$ cat src/rtl/tower_unit_if.sv
// Sequencer-facing bundle for one tower: game controls in, health/lifecycle status out.
// master drives the controls (sequencer or bench), slave is the tower itself.
interface tower_unit_if #(
  parameter int HP_W    = 8,
  parameter int NUM_SRC = 2,
  parameter int POS_W   = 9
);
  logic                    gameTick;
  logic                    player;
  logic                    startLevel;
  logic [NUM_SRC-1:0]      attackSCEN;
  logic [NUM_SRC*HP_W-1:0] damageIn;
  logic [HP_W-1:0]         health;
  logic [POS_W-1:0]        position;
  logic                    alive;
  logic                    dead;
  logic                    hit;
  logic                    levelComplete;

  modport master (
    output gameTick, player, startLevel, attackSCEN, damageIn,
    input  health, position, alive, dead, hit, levelComplete
  );

  modport slave (
    input  gameTick, player, startLevel, attackSCEN, damageIn,
    output health, position, alive, dead, hit, levelComplete
  );
endinterface

$ cat src/rtl/tower_unit.sv
// Tower health/lifecycle controller: IDLE -> DEPLOY -> ALIVE -> DEAD -> IDLE,
// multi-source saturating damage, periodic regen and timed death hold.

module tower_dmg_lane #(
  parameter int HP_W = 8
) (
  input  logic            en_i,
  input  logic [HP_W-1:0] dmg_i,
  output logic [HP_W-1:0] dmg_o
);
  assign dmg_o = en_i ? dmg_i : '0;
endmodule

module tower_unit #(
  parameter int HP_W         = 8,
  parameter int MAX_HP       = 255,
  parameter int NUM_SRC      = 2,
  parameter int DEAD_HOLD    = 10,
  parameter int REGEN_PERIOD = 16,
  parameter int REGEN_AMT    = 0,
  parameter int POS_W        = 9
) (
  input  logic        clk,
  input  logic        reset,
  tower_unit_if.slave tw
);
  localparam int DMG_W = HP_W + $clog2(NUM_SRC) + 1;
  // two guard bits so health + regen never overflows and the sign survives
  localparam int NET_W = DMG_W + 2;
  localparam int RC_W  = (REGEN_PERIOD > 1) ? $clog2(REGEN_PERIOD) : 1;
  localparam int HC_W  = $clog2(DEAD_HOLD + 1);

  localparam logic [3:0] S_IDLE   = 4'b0001;
  localparam logic [3:0] S_DEPLOY = 4'b0010;
  localparam logic [3:0] S_ALIVE  = 4'b0100;
  localparam logic [3:0] S_DEAD   = 4'b1000;

  localparam logic [HP_W-1:0]         MAX_HP_V = HP_W'(MAX_HP);
  localparam logic signed [NET_W-1:0] MAX_HP_S = NET_W'(MAX_HP);
  localparam logic signed [NET_W-1:0] REGEN_S  = NET_W'(REGEN_AMT);

  logic [3:0]       state_q, state_d;
  logic [HP_W-1:0]  health_q, health_d;
  logic [POS_W-1:0] pos_q, pos_d;
  logic             alive_q, alive_d;
  logic             dead_q, dead_d;
  logic             hit_q, hit_d;
  logic             lc_q, lc_d;
  logic             player_q, player_d;
  logic [RC_W-1:0]  rcnt_q, rcnt_d;
  logic [HC_W-1:0]  hcnt_q, hcnt_d;

  logic [NUM_SRC-1:0][HP_W-1:0] lane_dmg;
  logic [DMG_W-1:0]             dmg;
  logic                         rc_wrap, regen_fire;
  logic signed [NET_W-1:0]      net_s;

  for (genvar g = 0; g < NUM_SRC; g++) begin : g_lane
    tower_dmg_lane #(.HP_W(HP_W)) u_lane (
      .en_i  (tw.attackSCEN[g]),
      .dmg_i (tw.damageIn[g*HP_W +: HP_W]),
      .dmg_o (lane_dmg[g])
    );
  end

  always_comb begin
    dmg = '0;
    for (int i = 0; i < NUM_SRC; i++) dmg = dmg + DMG_W'(lane_dmg[i]);
  end

  assign rc_wrap    = (rcnt_q == RC_W'(REGEN_PERIOD - 1));
  assign regen_fire = tw.gameTick && (REGEN_AMT != 0) && rc_wrap;
  assign net_s      = $signed(NET_W'(health_q)) + (regen_fire ? REGEN_S : '0)
                      - $signed(NET_W'(dmg));

  always_comb begin
    state_d  = state_q;
    health_d = health_q;
    pos_d    = pos_q;
    hit_d    = 1'b0;
    lc_d     = lc_q;
    player_d = player_q;
    rcnt_d   = rcnt_q;
    hcnt_d   = hcnt_q;
    case (state_q)
      S_IDLE: begin
        if (tw.startLevel) begin
          player_d = tw.player;
          lc_d     = 1'b0;
          state_d  = S_DEPLOY;
        end
      end
      S_DEPLOY: begin
        health_d = MAX_HP_V;
        pos_d    = {POS_W{player_q}};
        rcnt_d   = '0;
        state_d  = S_ALIVE;
      end
      S_ALIVE: begin
        hit_d = (dmg != '0);
        if (tw.gameTick) rcnt_d = rc_wrap ? '0 : rcnt_q + 1'b1;
        if (net_s <= 0) begin
          health_d = '0;
          state_d  = S_DEAD;
          lc_d     = 1'b1;
          hcnt_d   = '0;
        end else if (net_s > MAX_HP_S) begin
          health_d = MAX_HP_V;
        end else begin
          health_d = net_s[HP_W-1:0];
        end
      end
      S_DEAD: begin
        health_d = '0;
        if (tw.gameTick) begin
          if (hcnt_q == HC_W'(DEAD_HOLD - 1)) begin
            hcnt_d  = '0;
            state_d = S_IDLE;
          end else begin
            hcnt_d = hcnt_q + 1'b1;
          end
        end
      end
      default: state_d = S_IDLE;
    endcase
    alive_d = (state_d == S_ALIVE);
    dead_d  = (state_d == S_DEAD);
  end

  always_ff @(posedge clk or negedge reset) begin
    if (!reset) begin
      state_q  <= S_IDLE;
      health_q <= MAX_HP_V;
      pos_q    <= '0;
      alive_q  <= 1'b0;
      dead_q   <= 1'b0;
      hit_q    <= 1'b0;
      lc_q     <= 1'b0;
      player_q <= 1'b0;
      rcnt_q   <= '0;
      hcnt_q   <= '0;
    end else begin
      state_q  <= state_d;
      health_q <= health_d;
      pos_q    <= pos_d;
      alive_q  <= alive_d;
      dead_q   <= dead_d;
      hit_q    <= hit_d;
      lc_q     <= lc_d;
      player_q <= player_d;
      rcnt_q   <= rcnt_d;
      hcnt_q   <= hcnt_d;
    end
  end

  assign tw.health        = health_q;
  assign tw.position      = pos_q;
  assign tw.alive         = alive_q;
  assign tw.dead          = dead_q;
  assign tw.hit           = hit_q;
  assign tw.levelComplete = lc_q;
endmodule

$ cat src/flat_wrapper.sv
// flat-port wrapper written by rule: the top's interface ports become plain ports
module tower_unit_flat 
#(
  parameter int HP_W         = 8,
  parameter int MAX_HP       = 255,
  parameter int NUM_SRC      = 2,
  parameter int DEAD_HOLD    = 10,
  parameter int REGEN_PERIOD = 16,
  parameter int REGEN_AMT    = 0,
  parameter int POS_W        = 9
)
  (clk, reset, tw_gameTick, tw_player, tw_startLevel, tw_attackSCEN, tw_damageIn, tw_health, tw_position, tw_alive, tw_dead, tw_hit, tw_levelComplete);
  tower_unit_if #(.HP_W(HP_W), .NUM_SRC(NUM_SRC), .POS_W(POS_W)) tw_i ();
  input  logic clk;
  input  logic reset;
  input wire logic [$bits(tw_i.gameTick)-1:0] tw_gameTick;
  input wire logic [$bits(tw_i.player)-1:0] tw_player;
  input wire logic [$bits(tw_i.startLevel)-1:0] tw_startLevel;
  input wire logic [$bits(tw_i.attackSCEN)-1:0] tw_attackSCEN;
  input wire logic [$bits(tw_i.damageIn)-1:0] tw_damageIn;
  output wire logic [$bits(tw_i.health)-1:0] tw_health;
  output wire logic [$bits(tw_i.position)-1:0] tw_position;
  output wire logic [$bits(tw_i.alive)-1:0] tw_alive;
  output wire logic [$bits(tw_i.dead)-1:0] tw_dead;
  output wire logic [$bits(tw_i.hit)-1:0] tw_hit;
  output wire logic [$bits(tw_i.levelComplete)-1:0] tw_levelComplete;
  assign tw_i.gameTick = tw_gameTick;
  assign tw_i.player = tw_player;
  assign tw_i.startLevel = tw_startLevel;
  assign tw_i.attackSCEN = tw_attackSCEN;
  assign tw_i.damageIn = tw_damageIn;
  assign tw_health = tw_i.health;
  assign tw_position = tw_i.position;
  assign tw_alive = tw_i.alive;
  assign tw_dead = tw_i.dead;
  assign tw_hit = tw_i.hit;
  assign tw_levelComplete = tw_i.levelComplete;
  tower_unit #(.HP_W(HP_W), .MAX_HP(MAX_HP), .NUM_SRC(NUM_SRC), .DEAD_HOLD(DEAD_HOLD), .REGEN_PERIOD(REGEN_PERIOD), .REGEN_AMT(REGEN_AMT), .POS_W(POS_W)) u_core (.clk(clk), .reset(reset), .tw(tw_i));
endmodule
$ cat config.mk
export PLATFORM = sky130hd
export DESIGN_NAME = tower_unit_flat
export DESIGN_NICKNAME = d
export VERILOG_FILES = /design/src/rtl/tower_unit_if.sv /design/src/rtl/tower_unit.sv /design/src/flat_wrapper.sv
export SDC_FILE = /design/constraint.sdc
export NUM_CORES = 1
export LEC_CHECK = 0
export BUFFER_PORTS_ARGS = -buffer_cell sky130_fd_sc_hd__buf_2
export CAP_MARGIN = 20
export CORE_ASPECT_RATIO = 1.4
export CORE_MARGIN = 5
export CORE_UTILIZATION = 45
export DETAILED_ROUTE_END_ITERATION = 6
export PLACE_DENSITY = 0.72
export SYNTH_ARGS = -nofsm -noshare
export SYNTH_HDL_FRONTEND = slang
export SYNTH_SLANG_ARGS = --single-unit
$ cat constraint.sdc
create_clock -name clk -period 7.1 [get_ports clk]
set_input_delay 0.355 -clock clk [delete_from_list [all_inputs] [get_ports clk]]
set_output_delay 0.355 -clock clk [all_outputs]
set_load 0.03 [all_outputs]
* Yosys cells after proc, flatten, opt, wreduce, memory -nomap -nowiden
Index checks and enable logic that the tools add are counted.
Operators by class: multiplexer cells 18, reductions and logical operators 7, add/subtract/negate cells 3, equality and inequality tests 10, order comparisons 2
Operators by type and width (count):
- 8-bit two-way mux | 4
- 4-bit two-way mux | 7
- 8-bit case mux with 3 select lines | 1
- 4-bit case mux with 4 select lines | 1
- 4-bit == test (second input constant) | 3
- 10-bit by 9-bit > comparator with 1-bit output (second input constant) | 1
- 10-bit by 1-bit <= comparator with 1-bit output (second input constant) | 1
- 10-bit nonzero test | 1
- 8-bit by 9-bit subtractor with 10-bit output | 1
- 8-bit by 8-bit adder with 9-bit output | 1
- 4-bit by 3-bit == test with 1-bit output (second input constant) | 2
- 4-bit case mux with 2 select lines | 1
- 3-bit AND reduction | 2
- 4-bit by 1-bit adder with 4-bit output (second input constant) | 1
- 4-bit by 1-bit == test with 1-bit output (second input constant) | 1
- 4-bit by 2-bit == test with 1-bit output (second input constant) | 1
- 2-bit inequality test (second input constant) | 2
- 2-bit nonzero test | 2
- 1-bit two-way mux | 3
- 3-bit nonzero test | 1
- 2-bit by 1-bit inequality test with 1-bit output (second input constant) | 1
- 1-bit case mux with 2 select lines | 1
- 2-bit AND reduction | 1
Storage, ports and cells: logic and storage cells 49, input bits 23, register bits 22, output and inout bits 21

* Depth between registers and ports, before layout
word-level depth 7, mapped depth 17, depth with buffers taken out 17

* By module
Synthesis repeated with hierarchy kept, for this count alone.
Unflattened totals: cell total of the unflattened synthesis 226, area, all modules 1979.4 um^2
By module, submodules not included:
- tower_unit | area an instance 1879.3 um^2, cells an instance 210, seq. area each 561.8 um^2, times used 1
- tower_dmg_lane | area an instance 50.0 um^2, cells an instance 8, seq. area each 0.0 um^2, times used 2

* Least setup slack after synthesis
No wires, ideal clock.
path type input port to flip-flop, from input port tw_attackSCEN[1], to register u_core.alive_q, in the netlist u_core.tw.alive, buffers on the path 0, cell stages on the path 16, path slack 3.280 ns, data required time 6.980 ns, data arrival time 3.700 ns, path through and2_1 -> ha_1 -> a21o_1 -> a221oi_4 -> o21bai_1 -> a21oi_1 -> xor2_1 -> ha_1 -> inv_1 -> a21o_1 -> maj3_1 -> o211ai_1 -> a31oi_1 -> o311ai_4 -> a21oi_2 -> a31o_2
Between the ends: cells in the longest elaborated chain, start to end 7
RTL lines:
- start: declaration | line flat_wrapper.sv:19 | input wire logic [$bits(tw_i.attackSCEN)-1:0] tw_attackSCEN;
- 8-bit two-way mux | line tower_unit.sv:11 | assign dmg_o = en_i ? dmg_i : '0;
- 8-bit by 8-bit adder with 9-bit output | line tower_unit.sv:68 | for (int i = 0; i < NUM_SRC; i++) dmg = dmg + DMG_W'(lane_dmg[i]);
- 8-bit by 9-bit subtractor with 10-bit output | line tower_unit.sv:74 | - $signed(NET_W'(dmg));
- 10-bit by 1-bit <= comparator with 1-bit output | line tower_unit.sv:102 | if (net_s <= 0) begin
- 4-bit two-way mux | line tower_unit.sv:102
- 4-bit case mux with 4 select lines | line tower_unit.sv:85 | case (state_q)
- 4-bit by 3-bit == test with 1-bit output | line tower_unit.sv:126 | alive_d = (state_d == S_ALIVE);
- net u_core.alive_d | line tower_unit.sv:45 | logic alive_q, alive_d;
- end signal: assignment | line tower_unit.sv:146 | alive_q <= alive_d;
- end: declaration | line tower_unit.sv:45
The timed path passes the listed nets, and every way through them passes these cells. A chain may end at the register's enable or synchronous reset.

* Worst setup path after layout
from input port tw_attackSCEN[1], to register u_core.hcnt_q[3]
Between the ends: cells in the longest elaborated chain, start to end 6
RTL lines:
- 8-bit two-way mux | line tower_unit.sv:11
- 8-bit by 8-bit adder with 9-bit output | line tower_unit.sv:68
- 8-bit by 9-bit subtractor with 10-bit output | line tower_unit.sv:74
- 10-bit by 1-bit <= comparator with 1-bit output | line tower_unit.sv:102
- 2-bit by 1-bit inequality test with 1-bit output (no source line)
- 3-bit AND reduction (no source line)
- end signal: assignment | line tower_unit.sv:152 | hcnt_q <= hcnt_d;
- end: declaration | line tower_unit.sv:51 | logic [HC_W-1:0] hcnt_q, hcnt_d;
No other way between the ends.

==> out/qor.yml <==
fin_worst_skew_ps: 4.32
ys_seq_elements: 22
ant_nets: 0
cts_tree: "built"
detail_route.wl_per_cell_microns: 13.9
crit_type: "primary input to flip-flop"
ys_types: 68
ir_drop_mv: 0.355
synth_cells: 243
seq_area_frac_synth: 0.256
synth_async_sr_flop_share: 1.00
period_share: 0.559
seqPwrFrac: 0.274
r2r_setup_slack_ps: 3810
tritoncts_num_sinks: 22
ctsResizeCount: 0
initial_core_util: 0.457
clock-root-buffer: "clkbuf_8"
status: "finished, final reports clean"
clockBufferDepth: 2
grt_busiest_layer: "met2"
required_ps: 7230
powerDensity_mw_per_mm2: 361
grt_max_degree: 23
yosys.area_share.simple: 0.213
final_nets: 319
synth_xor_area_frac: 0.0742
die_h_microns: 92.6
gr-usage-met3: 0.0206
p_int_w: 0.000450
syn_avg_cell_area_sq_um: 9.03
drv_cap: 0
core-area_sq_mm: 0.00480
synth_top_family_by_area: "compound AO/OA/AOI/OAI gates"
drive_above_1_share: 0.284
slew_violations: 0
p_sw_w: 0.000434
drtIter0Drc: 82
r2r-start: "u_core.tw.health[0]$_DFFE_PN1P_"
hold_path_class: "primary input to async pin"
setup_tns_ps: 0
r2r_cells: 12
netlist_area_sq_mm: 0.00219
rsz0062_at_grt: "no"
max_slew_margin: 0.607
die_area_sq_mm: 0.00639
worstSetupStartpointType: "primary input"
drt_wl_total_microns: 4740
drt-pass1-iter-count: 5
ys.warnings.count: 0
grt_pass1_wl_microns: 8310
rows: 30
leakage_nw: 1.12
io_pins: 44
setup-violations-final: 0
hold_viol: 0
cts_buffers: 3
area_growth_pct: 11.7
diodes: 0
cts_hold_buf: 0
clk_pin_slew_ps: 80
crit_fanout: 8
synthFlopType: "dfrtp_1"
synth_compound_area_frac: 0.248
clk_latency_ps: 260
synth_edf_count: 0
grt_use_total: 0.154
combPwrFrac: 0.638
power.share.clock: 0.087
hpwlAfterDp_microns: 3950
max_freq_mhz: 252
syn-num-nets: 283
synthAdderAreaFrac: 0.123
post-cts-setup-buffer-count: 0
grt_use_met2: 0.291
via_per_inst: 5.50
pre_cts_ws_ps: 2860
cp-end-kind: "flip-flop"
reg2reg_to: "u_core.hcnt_q[3]$_DFFE_PN0P_"
synth_mux_area_frac: 0.0148
port_buffers: 43
grt_pass1_vias: 1835
antenna_found_initial: 0
p_sw_frac: 0.491
routabilityCongestion: 0.870
fin_ws_ps: 3130
use_met1: 0.174
vias: 1882
drc_errors: 0
grt.overflow.total: 0
h-tree-depth: 1
worst_pin_slew_ps: 574
critPathArrivalTime_ps: 4100
die_x_microns: 69.0
postLayoutCellArea_sq_mm: 0.00245
postPlaceCellArea_sq_mm: 0.00240
post-route-min-period_ps: 3970
[power by group through the flow]
stage | Combinational (W) | Sequential, W | Clock [W]
floorplan | 0.000422 | 0.000287 | 0
global placement | 0.000560 | 0.000244 | 0
detailed placement | 0.000566 | 0.000245 | 0
CTS | 0.000569 | 0.000243 | 0.0000804
global route | 0.000622 | 0.000254 | 0.0000865
finish | 0.000564 | 0.000242 | 0.0000773
[worst max-delay path by stage]
stage / depth (start not counted) / to / slack (ps) / start
floorplan: 16 / u_core.tw.alive$_DFF_PN0_ / 3280 / tw_attackSCEN[1]
global placement: 17 / u_core.hcnt_q[2]$_DFFE_PN0P_ / 2930 / tw_attackSCEN[1]
detailed placement: 17 / u_core.hcnt_q[3]$_DFFE_PN0P_ / 2860 / tw_attackSCEN[1]
CTS: 17 / u_core.hcnt_q[3]$_DFFE_PN0P_ / 3110 / tw_attackSCEN[1]
global route: 17 / u_core.tw.health[3]$_DFFE_PN1P_ / 2750 / tw_attackSCEN[1]
finish: 17 / u_core.hcnt_q[3]$_DFFE_PN0P_ / 3130 / tw_attackSCEN[1]
[kinds of logic (layout without fill, tap and decap cells)]
kind of cell	Yosys count	after routing
adder cells (fa/ha/maj)	21	21
multiplexers	3	3
buffers and inverters	30	65
AND/OR/NAND/NOR	86	86
AO/OA/AOI/OAI	67	67
XOR/XNOR	14	14
flip-flops	22	22
[layout by cell type, fill, tap and decap left out, types with 8 or more instances in the layout]
master   synthesis  routed
and2_1          17      17
buf_2            1      43
dfrtp_1         13      13
dfstp_2          9       9
ha_1            15      15
inv_1           17      17
nand2_1         17      17
nand3_1          8       8
nor2_1          12      12
o21ai_0         12      12
[worst max-delay path, stage by stage]
cell and delay [ps]:
buf_2 130, and2_1 160, ha_1 360, a21o_1 230, a221oi_4 420, o21bai_1 100, a21oi_1 180, xor2_1 110
ha_1 340, inv_1 110, a21o_1 170, maj3_1 360, o211ai_1 160, a31oi_1 170, o311ai_4 370, o21a_1 270
o21ai_0 110
[sequential cells by signal, indices dropped and copies added, names as in the netlist]
signal,cells
u_core.tw.hit,1
u_core.state_q,4
u_core.tw.dead,1
u_core.tw.levelComplete,1
u_core.tw.health,8
u_core.hcnt_q,4
u_core.tw.alive,1
u_core.player_q,1
u_core.tw.position,1
[cell type report]
cell class	instances	area (sq um)
Inverter	17	63.8
Sequential cell	22	562
Multi-Input combinational cell	191	1480
Clock buffer	4	45.0
Fill cell	487	2350
Tap cell	64	80.1
Timing Repair Buffer	44	223
[layer usage]
metal	share of wire	wire length, microns
met5	0	0
met4	0.020	93
met3	0.037	175
met2	0.54	2580
met1	0.40	1900
[Yosys cell counts, drive strengths merged (2+ instances only)]
library cell | n | area (sq um)
xor2 | 5 | 43.8
o221a | 2 | 22.5
and2 | 18 | 113
clkbuf | 2 | 7.51
xnor2 | 8 | 96.4
o311ai | 3 | 43.8
nand2b | 5 | 31.3
nand4 | 2 | 12.5
a211oi | 5 | 50.1
nor2 | 14 | 57.6
o21a | 2 | 15.0
a31o | 3 | 26.3
nand3 | 8 | 40.0
dfstp | 9 | 236
nand2 | 17 | 63.8
o211a | 4 | 40.0
o21bai | 2 | 18.8
o21ai | 15 | 75.1
fa | 2 | 40.0
a21oi | 7 | 38.8
ha | 15 | 188
nor3 | 5 | 30.0
nor2b | 6 | 37.5
mux2 | 2 | 22.5
inv | 17 | 63.8
maj3 | 4 | 42.5
a211o | 2 | 18.8
a31oi | 4 | 25.0
o22ai | 2 | 12.5
buf | 11 | 83.8
dfrtp | 13 | 325
o211ai | 3 | 22.5
and3 | 4 | 25.0
a21o | 4 | 30.0
[metrics by stage]
| stage | util | hold WS, ps | power [W] | instances |
|---|---|---|---|---|
| 2_1_floorplan | - | 59.4 | 0.000709 | 243 |
| 5_1_grt | 0.510 | 77.4 | 0.000962 | 342 |
| 3_3_place_gp | 0.501 | 342 | 0.000804 | 338 |
| 4_1_cts | 0.510 | 64.8 | 0.000893 | 342 |
| 3_5_place_dp | 0.501 | 346 | 0.000812 | 338 |
| 6_report | 0.510 | 48.6 | 0.000884 | 342 |
Power figures use the tool's default switching activity.
